==> src/rtl/wrr_arbiter_if.sv <==
// ============================================================================
// Module      : wrr_arbiter_if
// Description : Request/grant bundle between requesters and wrr_arbiter.
// Revision    : 1.0 - initial release
// ============================================================================
`default_nettype none

interface wrr_arbiter_if #(
    parameter int N  = 4,
    parameter int WW = 4
);
    localparam int IDW = (N > 1) ? $clog2(N) : 1;

    logic [N-1:0]    req_i;
    logic [N-1:0]    last_i;
    logic [N*WW-1:0] weight_i;
    logic            ready_i;
    logic [N-1:0]    gnt_o;
    logic            gnt_valid_o;
    logic [IDW-1:0]  gnt_id_o;

    modport master (
        output req_i, last_i, weight_i, ready_i,
        input  gnt_o, gnt_valid_o, gnt_id_o
    );

    modport slave (
        input  req_i, last_i, weight_i, ready_i,
        output gnt_o, gnt_valid_o, gnt_id_o
    );
endinterface

`default_nettype wire

==> src/rtl/wrr_arbiter.sv <==
// ============================================================================
// Module      : wrr_arbiter
// Description : Weighted round-robin arbiter; owner keeps the grant for
//               weight-many bursts, a burst ending on a last beat.
// Revision    : 1.0 - initial release
// ============================================================================
`default_nettype none

module wrr_arbiter #(
    parameter int N  = 4,
    parameter int WW = 4
) (
    input  wire logic     clk,
    input  wire logic     reset_n,
    wrr_arbiter_if.slave  bus
);
    localparam int IDW = (N > 1) ? $clog2(N) : 1;

    typedef enum logic [0:0] {
        IDLE = 1'b0,
        BUSY = 1'b1
    } state_t;

    state_t         state_q, state_d;
    logic [N-1:0]   gnt_q, gnt_d;
    logic [IDW-1:0] id_q, id_d;
    logic [IDW-1:0] ptr_q, ptr_d;
    logic [WW-1:0]  credit_q, credit_d;
    logic           in_burst_q, in_burst_d;

    logic [IDW-1:0] winner;
    logic           found;
    logic [IDW:0]   cand_sum;
    logic [IDW-1:0] cand;
    logic [WW-1:0]  win_weight;
    logic           owner_req;
    logic           owner_last;

    // Search ptr+1 .. ptr with wrap; the sum is one bit wider so the modulo
    // reduces to a single conditional subtract for any N.
    always_comb begin
        winner   = '0;
        found    = 1'b0;
        cand_sum = '0;
        cand     = '0;
        for (int i = 1; i <= N; i++) begin
            cand_sum = {1'b0, ptr_q} + (IDW+1)'(i);
            if (cand_sum >= (IDW+1)'(N)) begin
                cand_sum = cand_sum - (IDW+1)'(N);
            end
            cand = cand_sum[IDW-1:0];
            if (!found && bus.req_i[cand]) begin
                found  = 1'b1;
                winner = cand;
            end
        end
    end

    always_comb begin
        win_weight = '0;
        for (int k = 0; k < N; k++) begin
            if (winner == IDW'(k)) begin
                win_weight = bus.weight_i[k*WW +: WW];
            end
        end
    end

    assign owner_req  = bus.req_i[id_q];
    assign owner_last = bus.last_i[id_q];

    always_comb begin
        state_d    = state_q;
        gnt_d      = gnt_q;
        id_d       = id_q;
        ptr_d      = ptr_q;
        credit_d   = credit_q;
        in_burst_d = in_burst_q;

        case (state_q)
            IDLE: begin
                if (found) begin
                    state_d       = BUSY;
                    gnt_d         = '0;
                    gnt_d[winner] = 1'b1;
                    id_d          = winner;
                    ptr_d         = winner;
                    credit_d      = (win_weight == '0) ? WW'(1) : win_weight;
                    in_burst_d    = 1'b0;
                end
            end
            BUSY: begin
                // ready_i low freezes everything, including a would-be release.
                if (bus.ready_i) begin
                    if (owner_req) begin
                        if (!owner_last) begin
                            in_burst_d = 1'b1;
                        end else if (credit_q > WW'(1)) begin
                            credit_d   = credit_q - WW'(1);
                            in_burst_d = 1'b0;
                        end else begin
                            state_d    = IDLE;
                            gnt_d      = '0;
                            id_d       = '0;
                            credit_d   = '0;
                            in_burst_d = 1'b0;
                        end
                    end else if (!in_burst_q) begin
                        state_d    = IDLE;
                        gnt_d      = '0;
                        id_d       = '0;
                        credit_d   = '0;
                        in_burst_d = 1'b0;
                    end
                end
            end
            default: begin
                state_d    = IDLE;
                gnt_d      = '0;
                id_d       = '0;
                credit_d   = '0;
                in_burst_d = 1'b0;
            end
        endcase
    end

    always_ff @(posedge clk or negedge reset_n) begin
        if (!reset_n) begin
            state_q    <= IDLE;
            gnt_q      <= '0;
            id_q       <= '0;
            ptr_q      <= IDW'(N - 1);
            credit_q   <= '0;
            in_burst_q <= 1'b0;
        end else begin
            state_q    <= state_d;
            gnt_q      <= gnt_d;
            id_q       <= id_d;
            ptr_q      <= ptr_d;
            credit_q   <= credit_d;
            in_burst_q <= in_burst_d;
        end
    end

    assign bus.gnt_o       = gnt_q;
    assign bus.gnt_valid_o = |gnt_q;
    assign bus.gnt_id_o    = id_q;

endmodule

`default_nettype wire

==> src/flat_wrapper.sv <==
// flat-port wrapper written by rule: the top's interface ports become plain ports
module wrr_arbiter_flat 
#(
    parameter int N  = 4,
    parameter int WW = 4
)
  (clk, reset_n, bus_req_i, bus_last_i, bus_weight_i, bus_ready_i, bus_gnt_o, bus_gnt_valid_o, bus_gnt_id_o);
  wrr_arbiter_if #(.N(N), .WW(WW)) bus_i ();
  input  wire logic clk;
  input  wire logic reset_n;
  input wire logic [$bits(bus_i.req_i)-1:0] bus_req_i;
  input wire logic [$bits(bus_i.last_i)-1:0] bus_last_i;
  input wire logic [$bits(bus_i.weight_i)-1:0] bus_weight_i;
  input wire logic [$bits(bus_i.ready_i)-1:0] bus_ready_i;
  output wire logic [$bits(bus_i.gnt_o)-1:0] bus_gnt_o;
  output wire logic [$bits(bus_i.gnt_valid_o)-1:0] bus_gnt_valid_o;
  output wire logic [$bits(bus_i.gnt_id_o)-1:0] bus_gnt_id_o;
  assign bus_i.req_i = bus_req_i;
  assign bus_i.last_i = bus_last_i;
  assign bus_i.weight_i = bus_weight_i;
  assign bus_i.ready_i = bus_ready_i;
  assign bus_gnt_o = bus_i.gnt_o;
  assign bus_gnt_valid_o = bus_i.gnt_valid_o;
  assign bus_gnt_id_o = bus_i.gnt_id_o;
  wrr_arbiter #(.N(N), .WW(WW)) u_core (.clk(clk), .reset_n(reset_n), .bus(bus_i));
endmodule
==> config.mk <==
export PLATFORM = sky130hd
export DESIGN_NAME = wrr_arbiter_flat
export DESIGN_NICKNAME = d
export VERILOG_FILES = /design/src/rtl/wrr_arbiter_if.sv /design/src/rtl/wrr_arbiter.sv /design/src/flat_wrapper.sv
export SDC_FILE = /design/constraint.sdc
export NUM_CORES = 1
export LEC_CHECK = 0
export BUFFER_PORTS_ARGS = -buffer_cell sky130_fd_sc_hd__buf_2
export CAP_MARGIN = 10
export CORE_MARGIN = 1.5
export CORE_UTILIZATION = 40
export DETAILED_ROUTE_END_ITERATION = 10
export PLACE_DENSITY = 0.72
export REMOVE_ABC_BUFFERS = 1
export SKIP_LAST_GASP = 1
export SLEW_MARGIN = 20
export SYNTH_ARGS = -nofsm -noshare
export SYNTH_HDL_FRONTEND = slang
export SYNTH_SLANG_ARGS = --single-unit
==> constraint.sdc <==
create_clock -name clk -period 3.2 [get_ports clk]
set_input_delay 0.16 -clock clk [delete_from_list [all_inputs] [get_ports clk]]
set_output_delay 0.16 -clock clk [all_outputs]
set_load 0.1 [all_outputs]
======== Word-level counts from Yosys, hierarchy flattened ========
Cells that the tools add are included.
W data, S select, Z words.
cells by class
  add/sub/neg operators ................... 9
  order comparisons ....................... 12
  eq/ne operators ......................... 8
  mux-type cells .......................... 63
  bitwise gates (word level) .............. 1
  reduce and logical (&&, ||, !) cells .... 14
operator list
  operator               count
  $mux W4                16
  $mux W2                14
  $mux W1                21
  $lt A2 B3 Y1 const B   6
  $pmux W4 S2            2
  $bmux W1 S2            6
  $ge A3 B3 Y1 const B   4
  $ne A3 B3 Y1 const B   3
  $sub A2 B1 Y2 const B  4
  $add A2 B2 Y3 const B  2
  $reduce_and A5 Y1      1
  $eq A2 B2 Y1 const B   2
  $gt A4 B1 Y1 const B   1
  $logic_and A1 B1 Y1    4
  $logic_not A4 Y1       1
  $pmux W1 S2            2
  $pmux W2 S2            1
  $reduce_and A2 Y1      2
  $reduce_and A4 Y1      1
  $reduce_or A4 Y1       1
  $sub A4 B1 Y4 const B  1
  $add A2 B1 Y3 const B  1
  $add A2 B3 Y3 const B  1
  $logic_not A1 Y1       3
  7 further kinds        7
word-level totals
  register bits ........................... 14

======== Logic depth before layout (Yosys ltp) ========
Gate-level depths: netlist of the first run.
  depth after elaboration ................. 24
  gate-level depth with buffers ........... 7
  mapped depth without buffers ............ 7

======== Least setup slack after synthesis of the first run ========
No wires, ideal clock.
  path type ............................... reg2reg
  from .................................... register u_core.id_q[0] (netlist: u_core.bus.gnt_id_o[0])
  to ...................................... register u_core.credit_q[1]
  setup time .............................. 126 ps
  data arrival time ....................... 2,336 ps
  required time ........................... 3,074 ps
  slack ................................... 738 ps
  stages on the path, launching flop included .. 6
  path buffers ............................ 0
  clock period less this slack ............ 2,462 ps
  path through ............................ dfrtp_1 > mux4_2 > o21a_1 > nand2_1 > nand2_1 > a221o_1
between the ends
  longest elaborated chain between the ends .. 5
  elaborated cells between the ends (all ways) .. 10
RTL lines
  item                           line                text
  start: declaration             wrr_arbiter.sv:26   logic [IDW-1:0] id_q, id_d;
  start signal: assignment       wrr_arbiter.sv:137  id_q <= id_d;
  $bmux W1 S2                    wrr_arbiter.sv:68   assign owner_req = bus.req_i[id_q];
  $mux W1 (not written as such)  wrr_arbiter.sv:68
  $mux W4                        wrr_arbiter.sv:94   if (owner_req) begin
  $mux W4                        wrr_arbiter.sv:93   if (bus.ready_i) begin
  $pmux W4 S2                    wrr_arbiter.sv:79   case (state_q)
  end signal: assignment         wrr_arbiter.sv:139  credit_q <= credit_d;
  end: declaration               wrr_arbiter.sv:28   logic [WW-1:0] credit_q, credit_d;
Several ways; a longest one is shown, not always the timed one. The select of a mux whose other input is x is not followed.
A chain may end at the register's enable or synchronous reset.

======== Worst setup path in the final report of the first run ========
  from .................................... register u_core.ptr_q[0]
  to ...................................... register u_core.credit_q[0]
between the ends
  longest elaborated chain between the ends .. 24
  elaborated cells between the ends (all ways) .. 52
RTL lines
  item                                           line                                  text
  start: declaration                             wrr_arbiter.sv:27                     logic [IDW-1:0] ptr_q, ptr_d;
  start signal: assignment                       wrr_arbiter.sv:131                    ptr_q <= IDW'(N - 1);
  start signal: assignment                       wrr_arbiter.sv:138                    ptr_q <= ptr_d;
  $add A2 B1 Y3                                  wrr_arbiter.sv:47                     cand_sum = {1'b0, ptr_q} + (IDW+1)'(i);
  $ge A3 B3 Y1 or $sub A2 B1 Y2 (tied branches)  wrr_arbiter.sv:48, wrr_arbiter.sv:49
  $mux W2                                        wrr_arbiter.sv:48                     if (cand_sum >= (IDW+1)'(N)) begin
  $bmux W1 S2                                    wrr_arbiter.sv:52                     if (!found && bus.req_i[cand]) begin
  $mux W1 (not written as such)                  wrr_arbiter.sv:52
  $mux W1                                        wrr_arbiter.sv:52
  $logic_not A1 Y1                               wrr_arbiter.sv:52
  $logic_and A1 B1 Y1                            wrr_arbiter.sv:52
  (+5 left out)                                  n/a
  $logic_and A1 B1 Y1                            wrr_arbiter.sv:52
  $mux W2                                        wrr_arbiter.sv:52
  $logic_not A2 Y1                               wrr_arbiter.sv:62                     if (winner == IDW'(k)) begin
  $mux W4 (4 in series)                          wrr_arbiter.sv:62
  $logic_not A4 Y1                               wrr_arbiter.sv:87                     credit_d = (win_weight == '0) ? WW'(1) : win_weight;
  $mux W4                                        wrr_arbiter.sv:87
  $mux W4                                        wrr_arbiter.sv:81                     if (found) begin
  $pmux W4 S2                                    wrr_arbiter.sv:79
Several ways; a longest one is shown, not always the timed one. The select of a mux whose other input is x is not followed.

==> results.json, run 1 <==
{
  "wl_per_cell_um": 13.5,
  "antenna_left": 0,
  "synthFlopType": "dfrtp_1",
  "yosysSeqAreaShare": 0.354,
  "ys_warn_count": 0,
  "tns_ns": 0,
  "grt_overflow": 0,
  "hold_viol_final": 0,
  "cp_max_fo": 8,
  "clockBufferDepth": 2,
  "viasPerCell": 5.64,
  "grt_pass1_wl_um": 3810,
  "drtIter0Drc": 10,
  "ff_latch_area_sq_um": 353,
  "multi_input_area_sq_um": 614,
  "slew-limit-headroom": 0.646,
  "rsz0062_at_grt": "no",
  "die-area_sq_um": 2800,
  "reg2reg_to": "u_core.credit_q[0]",
  "cts_root_buffer": "clkbuf_4",
  "place_hpwl_um": 1820,
  "dr.pass1.iters": 4,
  "grt_max_degree": 15,
  "drive_gt1_frac": 0.336,
  "netlist_instances": 105,
  "fillers": 208,
  "fmax_mhz": 486,
  "n_antenna_cell": 0,
  "grt_usage": 0.186,
  "cts_resized": 0,
  "ys_ff_latch": 14,
  "rr_worst_depth": 6,
  "avgSynthCellArea_sq_um": 9.50,
  "path_class": "register to register",
  "clk_latency_ns": 0.27,
  "crit_path_start": "u_core.ptr_q[0]",
  "min_path_cells": 4,
  "die_height_um": 52.9,
  "finalCritPeriodShare": 0.643,
  "vias": 964,
  "fp-row-count": 17,
  "power_density_nw_per_um2": 1130,
  "status": "finished, final reports clean",
  "post_cts_buffers": 0,
  "holdWs_ns": 0.259,
  "startpoint_type": "register",
  "clkTransAtPathRegs_ns": 0.09,
  "totalWireLength_um": 2320,
  "setup_viol_count_final": 0,
  "critPathRequiredTime_ns": 3.41,
  "port_buffers": 33,
  "vdd_drop_max_uv": 1260,
  "htreeDepth": 1,
  "grt_pass1_vias": 860,
  "syn2layout_area_growth_pct": 24.3,
  "gp_congestion": 0.900,
  "arrival_ns": 2.27,
  "fp.dieW_um": 52.9,
  "final_common_cell": "buf_2",
  "hold_path_class": "input port to register",
  "yosysUniqueCellTypes": 37,
  "cp-endpoint": "u_core.credit_q[0]",
  "netlist_area_sq_um": 997,
  "cts_tree": "built",
  "clock_sinks": 14,
  "synth_edf_count": 0,
  "synthArstFlopShare": 1.00,
  "skew_ns": 0.00459,
  "io_pins": 34,
  "power.leakage_nw": 0.621,
  "layout_common_cells": "buf_2 (33), nand2_1 (18), dfrtp_1 (12)",
  "drt_drc_violations_left": 0,
  "final_nets": 173,
  "final-max-slew-violation-count": 0,
  "start_util": 0.438,
  "maxCapViolCount": 0,
  "post-route-min-period_ns": 2.06,
  "core_area_sq_um": 2280,
  "tightest_slew_ns": 0.531,
  "cts_buffers": 3,
  "end_kind": "register",
  "utilization": 0.545,
  "rrSetupSlack_ns": 1.14,
  "rr_startpoint": "u_core.ptr_q[0]",
  "antenna_found_initial": 0
}
## timing repair
| action | CTS | global route |
|---|---|---|
| setup endpoints to repair | 0 | 0 |
| hold endpoints to repair | 12 | 0 |
| hold buffers | 1 | 0 |
## logic make-up (layout without fill, tap and decap cells)
group | Yosys count | after routing | share of synthesized area
multiplexers | 15 | 15 | 0.181
buffers and inverters | 6 | 44 | 0.0301
AO/OA/AOI/OAI | 27 | 27 | 0.217
AND/OR/NAND/NOR | 41 | 41 | 0.193
adder cells (fa/ha/maj) | 2 | 2 | 0.0251
flip-flops | 14 | 14 | 0.354
## synth_stat cells, types with 2 or more instances
cell / n / share of area
a21o_1: 3 / 0.023
a21oi_1: 3 / 0.015
dfrtp_1: 12 / 0.30
dfstp_2: 2 / 0.053
ha_1: 2 / 0.025
inv_1: 5 / 0.019
mux2i_1: 11 / 0.11
mux4_2: 2 / 0.045
nand2_1: 18 / 0.068
nand2b_1: 3 / 0.019
nor2_1: 10 / 0.038
nor3b_1: 2 / 0.015
o21ai_0: 4 / 0.020
o21ai_1: 4 / 0.020
or4_1: 2 / 0.015
## routing by layer
metal,routed length (um),GRT usage,vias up
li1,-,-,466
met2,1220,0.310,32
met1,987,0.247,466
met5,0,0,-
met3,113,0.0311,0
met4,0,0.0556,0
## how the worst min path moves through the flow
stage                startpoint                      to
floorplan               reset_n  u_core.bus.gnt_id_o[0]
CTS                 bus_ready_i          u_core.state_q
global placement        reset_n     u_core.bus.gnt_o[2]
finish              bus_ready_i          u_core.state_q
global route        bus_ready_i          u_core.state_q
detailed placement      reset_n     u_core.bus.gnt_o[3]
## critical path: stages, from the launching register on
cell,delay [ns]
dfstp_2,0.57
nand2b_1,0.14
o21ai_1,0.13
a221oi_4,0.51
mux2i_1,0.21
o31a_1,0.34
o21ai_2,0.10
## through the flow
stage                     power, mW  cell area, sq um  instances  worst slack [ns]
after floorplan                1.09               986        104             0.738
after global placement         1.25              1190        166              1.21
after detailed placement       1.27              1190        166              1.14
after CTS                      1.40              1240        171              1.13
after global routing           1.49              1240        171              1.04
final                          1.40              1240        171              1.14
## report_power, final
part | total, mW | switching [mW] | internal [mW]
Combinational | 0.915 | 0.625 | 0.290
Clock | 0.126 | 0.0566 | 0.0691
Sequential | 0.355 | 0.0874 | 0.268
## sequential cells by signal, summed over array words and instances, names as in the netlist
| signal | flops |
|---|---|
| u_core.bus.gnt_o | 4 |
| u_core.in_burst_q | 1 |
| u_core.state_q | 1 |
| u_core.ptr_q | 2 |
| u_core.bus.gnt_id_o | 2 |
| u_core.credit_q | 4 |
## layout make-up
cell class,instances,area share
multi-input cells,85,0.495
flip-flops and latches,14,0.285
repair buffers,35,0.147
clock buffers,4,0.0293
well taps,28,0.0283
inverters,5,0.0151
Note: power is estimated with default switching activity, not from simulation.
==> run 2, diff against run 1 <==
- ABC_AREA: not set -> 1
- PLACE_DENSITY: 0.72 -> 0.7
- clock period: 3.2 -> 2 ns (I/O delays scaled with it)
==> results.json, run 2 <==
{
  "clkTransAtPathRegs_ns": 0.08,
  "drt_drc_violations_left": 1,
  "synth_edf_count": 0,
  "place_hpwl_um": 2400,
  "grt_pass1_wl_um": 5780,
  "fmax_mhz": 471,
  "viasPerCell": 5.20,
  "grt_pass1_vias": 1358,
  "synth_common_cells": "nand2_1 (43), inv_1 (23), nand3_1 (16), nor2_1 (14), o21ai_0 (13)",
  "holdPathEnd": "u_core.state_q",
  "crit_buf_inv": 2,
  "path_class": "register to register",
  "busiest_layer": "met2",
  "post-route-min-period_ns": 2.12,
  "rr_worst_depth": 16,
  "status": "finished with violations",
  "startpoint_type": "register",
  "synth_top_area_share": 0.248,
  "yosys.cell_count.top_type": "nand2_1",
  "final-max-slew-violation-count": 0,
  "end_kind": "register",
  "slew-limit-headroom": 0.675,
  "setup_viol_count_final": 10,
  "critPathRequiredTime_ns": 2.22,
  "cts_tree": "built",
  "drive_gt1_frac": 0.500,
  "fillers": 242,
  "tightest_slew_ns": 0.491,
  "io_pins": 34,
  "rr_startpoint": "u_core.ptr_q[1]",
  "antenna_found_initial": 0,
  "wl_per_cell_um": 13.1,
  "grt_max_degree": 15,
  "worstPathCellList": "inv_4 -> nand2_1 -> nand2_2 -> nand2_2 -> nand2_4 -> inv_8 -> nand2_4 -> o21bai_4 -> nor2_2 -> nand2_1 -> nand3_2 -> nor2_1 -> nand3_1 -> nand2_1 -> nand2_2 -> a21oi_2",
  "htreeDepth": 1,
  "ys_warn_count": 0,
  "rsz0062_at_grt": "yes",
  "dr.pass1.iters": 7,
  "netlist_top_cells_area": "dfrtp_1 (25%), nand2_1 (13%), inv_1 (7.1%), nand3_1 (6.6%), o21ai_0 (5.4%)",
  "hold_path.startpoint": "bus_ready_i",
  "layout_common_cells": "buf_2 (33), nand2_1 (27), inv_1 (23)",
  "ys_ff_latch": 14,
  "cp_top_family": "simple AND/OR/NAND/NOR gates",
  "synth_top_area_cell": "dfrtp_1",
  "cp_max_fo": 7,
  "final_nets": 268,
  "arrival_ns": 2.34,
  "hold_viol_final": 0,
  "clk_latency_ns": 0.29,
  "grt_overflow": 0,
  "cts_buffers": 3,
  "reg2reg_to": "u_core.credit_q[0]",
  "maxCapViolCount": 0,
  "die-area_sq_um": 3360,
  "cp_num_cells": 16,
  "gp_congestion": 0.831,
  "slowest_stage": "dfstp_2",
  "violations": "design-rule violations, negative setup slack",
  "met1_usage": 0.279,
  "hold_path_class": "input port to register",
  "netlist_instances": 176,
  "fp.dieW_um": 58.0,
  "die_height_um": 58.0,
  "rrSetupSlack_ns": -0.12,
  "grt_usage": 0.223,
  "netlist_area_sq_um": 1210,
  "totalWireLength_um": 3530,
  "met2_usage": 0.367,
  "final_common_cell": "buf_2",
  "min_path_cells": 2,
  "yosysSeqAreaShare": 0.292,
  "drtIter0Drc": 59,
  "synthArstFlopShare": 1.00,
  "syn2layout_area_growth_pct": 52.0,
  "avgSynthCellArea_sq_um": 6.87,
  "antenna_left": 0,
  "skew_ns": 0.00467,
  "cts_root_buffer": "clkbuf_4",
  "tns_ns": -0.530,
  "finalWorstSetupSlack_ns": -0.122,
  "synthFlopType": "dfrtp_1",
  "yosysUniqueCellTypes": 34,
  "port_buffers": 33,
  "core_area_sq_um": 2810,
  "cp_slowest_stage_delay_ns": 0.61,
  "grt_use_met3": 0.0335,
  "clockBufferDepth": 2,
  "start_util": 0.431,
  "clock_sinks": 14,
  "fp-row-count": 19,
  "finalCritPeriodShare": 1.06,
  "n_antenna_cell": 0,
  "vias": 1398
}
run 2: worst max-delay path by stage:
| stage | slack, ns | start | end |
|---|---|---|---|
| CTS | -0.08 | u_core.ptr_q[0] | u_core.credit_q[0] |
| floorplan | -0.25 | u_core.bus.gnt_id_o[0] | u_core.credit_q[3] |
| detailed placement | -0.09 | u_core.ptr_q[0] | u_core.credit_q[0] |
| finish | -0.12 | u_core.ptr_q[1] | u_core.credit_q[0] |
| global route | -0.26 | u_core.ptr_q[1] | u_core.credit_q[0] |
| global placement | -0.07 | u_core.ptr_q[0] | u_core.credit_q[0] |
run 2: metal layers:
metal | vias to the layer above | wire [um]
met5 | - | 0
met2 | 37 | 1780
met1 | 648 | 1520
met4 | 0 | 70
li1 | 707 | -
met3 | 6 | 162
run 2: logic make-up after synthesis:
family / after synthesis / synth area share
buffers and inverters: 29 / 0.104
xor gates and xnor gates: 1 / 0.00724
AOI/OAI and AO/OA: 32 / 0.175
DFF: 14 / 0.292
adders and majority gates: 2 / 0.0207
and+or+nand+nor: 98 / 0.401
run 2: layout make-up:
type / instances / area [sq um] / area share
well taps: 31 / 38.8 / 0.0211
flip-flops and latches: 14 / 353 / 0.192
multi-input cells: 134 / 932 / 0.507
inverters: 28 / 123 / 0.0667
clock buffers: 4 / 26.3 / 0.0143
repair buffers: 58 / 367 / 0.199
run 2: metrics by stage:
stage	std cells	setup slack [ns]	hold WS (ns)	util	instance area, sq um
after floorplan	175	-0.252	-0.196	-	1200
after global placement	256	-0.0697	0.0112	0.545	1530
after detailed placement	256	-0.0887	0.0158	0.545	1530
after CTS	268	-0.0768	0.0414	0.623	1750
after global routing	269	-0.261	0.0377	0.656	1840
final	269	-0.122	0.0524	0.656	1840
run 2: timing repair:
action / CTS / global route
setup buffers: 6 / 1
resized for setup: 32 / 26
hold buffers: 1 / 0
pin swaps: 26 / 21
hold endpoints to repair: 14 / 0
cloned: 1 / 0
setup endpoints to repair: 4 / 12
Power of run 2 is left out: the tool's default activity adds up to more than one toggle a clock period on the data nets, which glitch-free logic cannot reach.
==> run 3, diff against run 2 <==
- CORE_ASPECT_RATIO: not set -> 1.4
==> results.json, run 3 (synthesized netlist as in run 2, its figures left out) <==
{
  "finalWorstSetupSlack_ns": -0.178,
  "cpMostUsedCell": "nand2_2",
  "rr_startpoint": "u_core.ptr_q[0]",
  "cts_root_buffer": "clkbuf_8",
  "holdPathEnd": "u_core.state_q",
  "die_height_um": 68.1,
  "slowest_stage": "dfstp_2",
  "slew-limit-headroom": 0.686,
  "port_buffers": 33,
  "antenna_found_initial": 0,
  "tightest_slew_ns": 0.468,
  "setup_viol_count_final": 5,
  "dr.pass1.iters": 4,
  "rrSetupSlack_ns": -0.18,
  "drtIter0Drc": 24,
  "violations": "negative setup slack",
  "final_common_cell": "buf_2",
  "final_nets": 267,
  "worstPathCellList": "buf_12 -> inv_8 -> nand2_2 -> nand2_2 -> nand2_2 -> a21boi_4 -> o21bai_4 -> buf_12 -> nand3_1 -> nand3_2 -> nor2_1 -> nand3_1 -> nand2_1 -> nand2_1 -> a21oi_2",
  "n_antenna_cell": 0,
  "antenna_left": 0,
  "fp-row-count": 23,
  "viasPerCell": 5.11,
  "start_util": 0.420,
  "place_area_sq_um": 1540,
  "post-route-min-period_ns": 2.18,
  "dp_cells": 262,
  "startpoint_type": "register",
  "cp_slowest_stage_delay_ns": 0.56,
  "grt_max_degree": 15,
  "min_path_cells": 2,
  "cp_top_family": "simple AND/OR/NAND/NOR gates",
  "crit_buf_inv": 3,
  "fin_cells": 274,
  "die-area_sq_um": 3370,
  "grt_usage": 0.209,
  "grt_pass1_vias": 1303,
  "core_area_sq_um": 2880,
  "fp.dieW_um": 49.5,
  "arrival_ns": 2.36,
  "fillers": 252,
  "hold_viol_final": 0,
  "layout_common_cells": "buf_2 (33), nand2_1 (25), inv_1 (23)",
  "place_hpwl_um": 2510,
  "end_kind": "register",
  "status": "finished with violations",
  "grt_overflow": 0,
  "io_pins": 34,
  "cts_buffers": 3,
  "hold_path_class": "input port to register",
  "vias": 1400,
  "clock_sinks": 14,
  "wl_per_cell_um": 13.4,
  "skew_ns": 0.00223,
  "reg2reg_to": "u_core.credit_q[0]",
  "fmax_mhz": 459,
  "gp_congestion": 0.824,
  "rsz0062_at_grt": "yes",
  "drive_gt1_frac": 0.532,
  "totalWireLength_um": 3680,
  "drt_drc_violations_left": 0,
  "critPathRequiredTime_ns": 2.18,
  "clk_latency_ns": 0.25,
  "clkTransAtPathRegs_ns": 0.06,
  "syn2layout_area_growth_pct": 58.0,
  "cp_max_fo": 8,
  "hold_path.startpoint": "bus_ready_i",
  "grt_pass1_wl_um": 5370,
  "path_class": "register to register",
  "final-max-slew-violation-count": 0,
  "finalCritPeriodShare": 1.09,
  "rr_worst_depth": 15,
  "maxCapViolCount": 0,
  "finalInstanceArea_sq_um": 1910,
  "cts_tree": "built",
  "clockBufferDepth": 2,
  "utilization": 0.664,
  "htreeDepth": 1
}
-- run 3: changes by cell type in the layout (fill, tap and decap cells not counted), sizes merged --
cell	change
inv	-1
buf	-1
clkinv	+1
-- run 3: layer usage --
layer / global-route usage / wire [um]
met4: 0.0764 / 42
met1: 0.207 / 1390
met2: 0.446 / 2190
met3: 0.0153 / 52
met5: 0 / 0
-- run 3: worst max-delay path by stage --
stage | slack, ns | depth (start not counted) | start | end
2_1_floorplan | -0.25 | 9 | u_core.bus.gnt_id_o[0] | u_core.credit_q[3]
3_3_place_gp | -0.10 | 13 | u_core.ptr_q[0] | u_core.credit_q[1]
3_5_place_dp | -0.15 | 14 | u_core.ptr_q[0] | u_core.credit_q[0]
4_1_cts | -0.1 | 15 | u_core.ptr_q[0] | u_core.credit_q[0]
5_1_grt | -0.29 | 15 | u_core.ptr_q[0] | u_core.credit_q[0]
6_report | -0.18 | 15 | u_core.ptr_q[0] | u_core.credit_q[0]
-- run 3: area by class of cell --
type                       count  area, sq um  area share
tap                           37         46.3      0.0242
sequential                    14          353       0.185
timing repair buffer          57          384       0.201
clock buffer                   4         55.1      0.0288
inverter                      28          120      0.0628
multi-input combinational    134          953       0.499
-- run 3: worst reg2reg max path, cell delays in order (launching register included) --
cell and delay [ns]:
dfstp_2 0.56, buf_12 0.13, inv_8 0.05, nand2_2 0.06, nand2_2 0.07, nand2_2 0.10
a21boi_4 0.24, o21bai_4 0.13, buf_12 0.15, nand3_1 0.10, nand3_2 0.10, nor2_1 0.11
nand3_1 0.09, nand2_1 0.06, nand2_1 0.06, a21oi_2 0.12
-- run 3: what timing repair did --
action,4_1_cts,5_1_grt
gates cloned,1,0
resized for setup,21,42
buffers inserted,3,3
hold buffers,1,0
endpoints found under the hold margin,12,0
pin swaps,10,17
endpoints found under the setup margin,4,11
-- run 3: metrics by stage --
| step | hold slack [ns] | TNS (ns) | worst slack [ns] |
|---|---|---|---|
| 2_1_floorplan | -0.196 | -1.63 | -0.252 |
| 3_3_place_gp | 0.0141 | -0.262 | -0.102 |
| 3_5_place_dp | 0.0137 | -0.384 | -0.146 |
| 4_1_cts | 0.101 | -0.315 | -0.0955 |
| 5_1_grt | 0.106 | -1.17 | -0.290 |
| 6_report | 0.100 | -0.387 | -0.178 |
Power of run 3 is left out for the same reason.
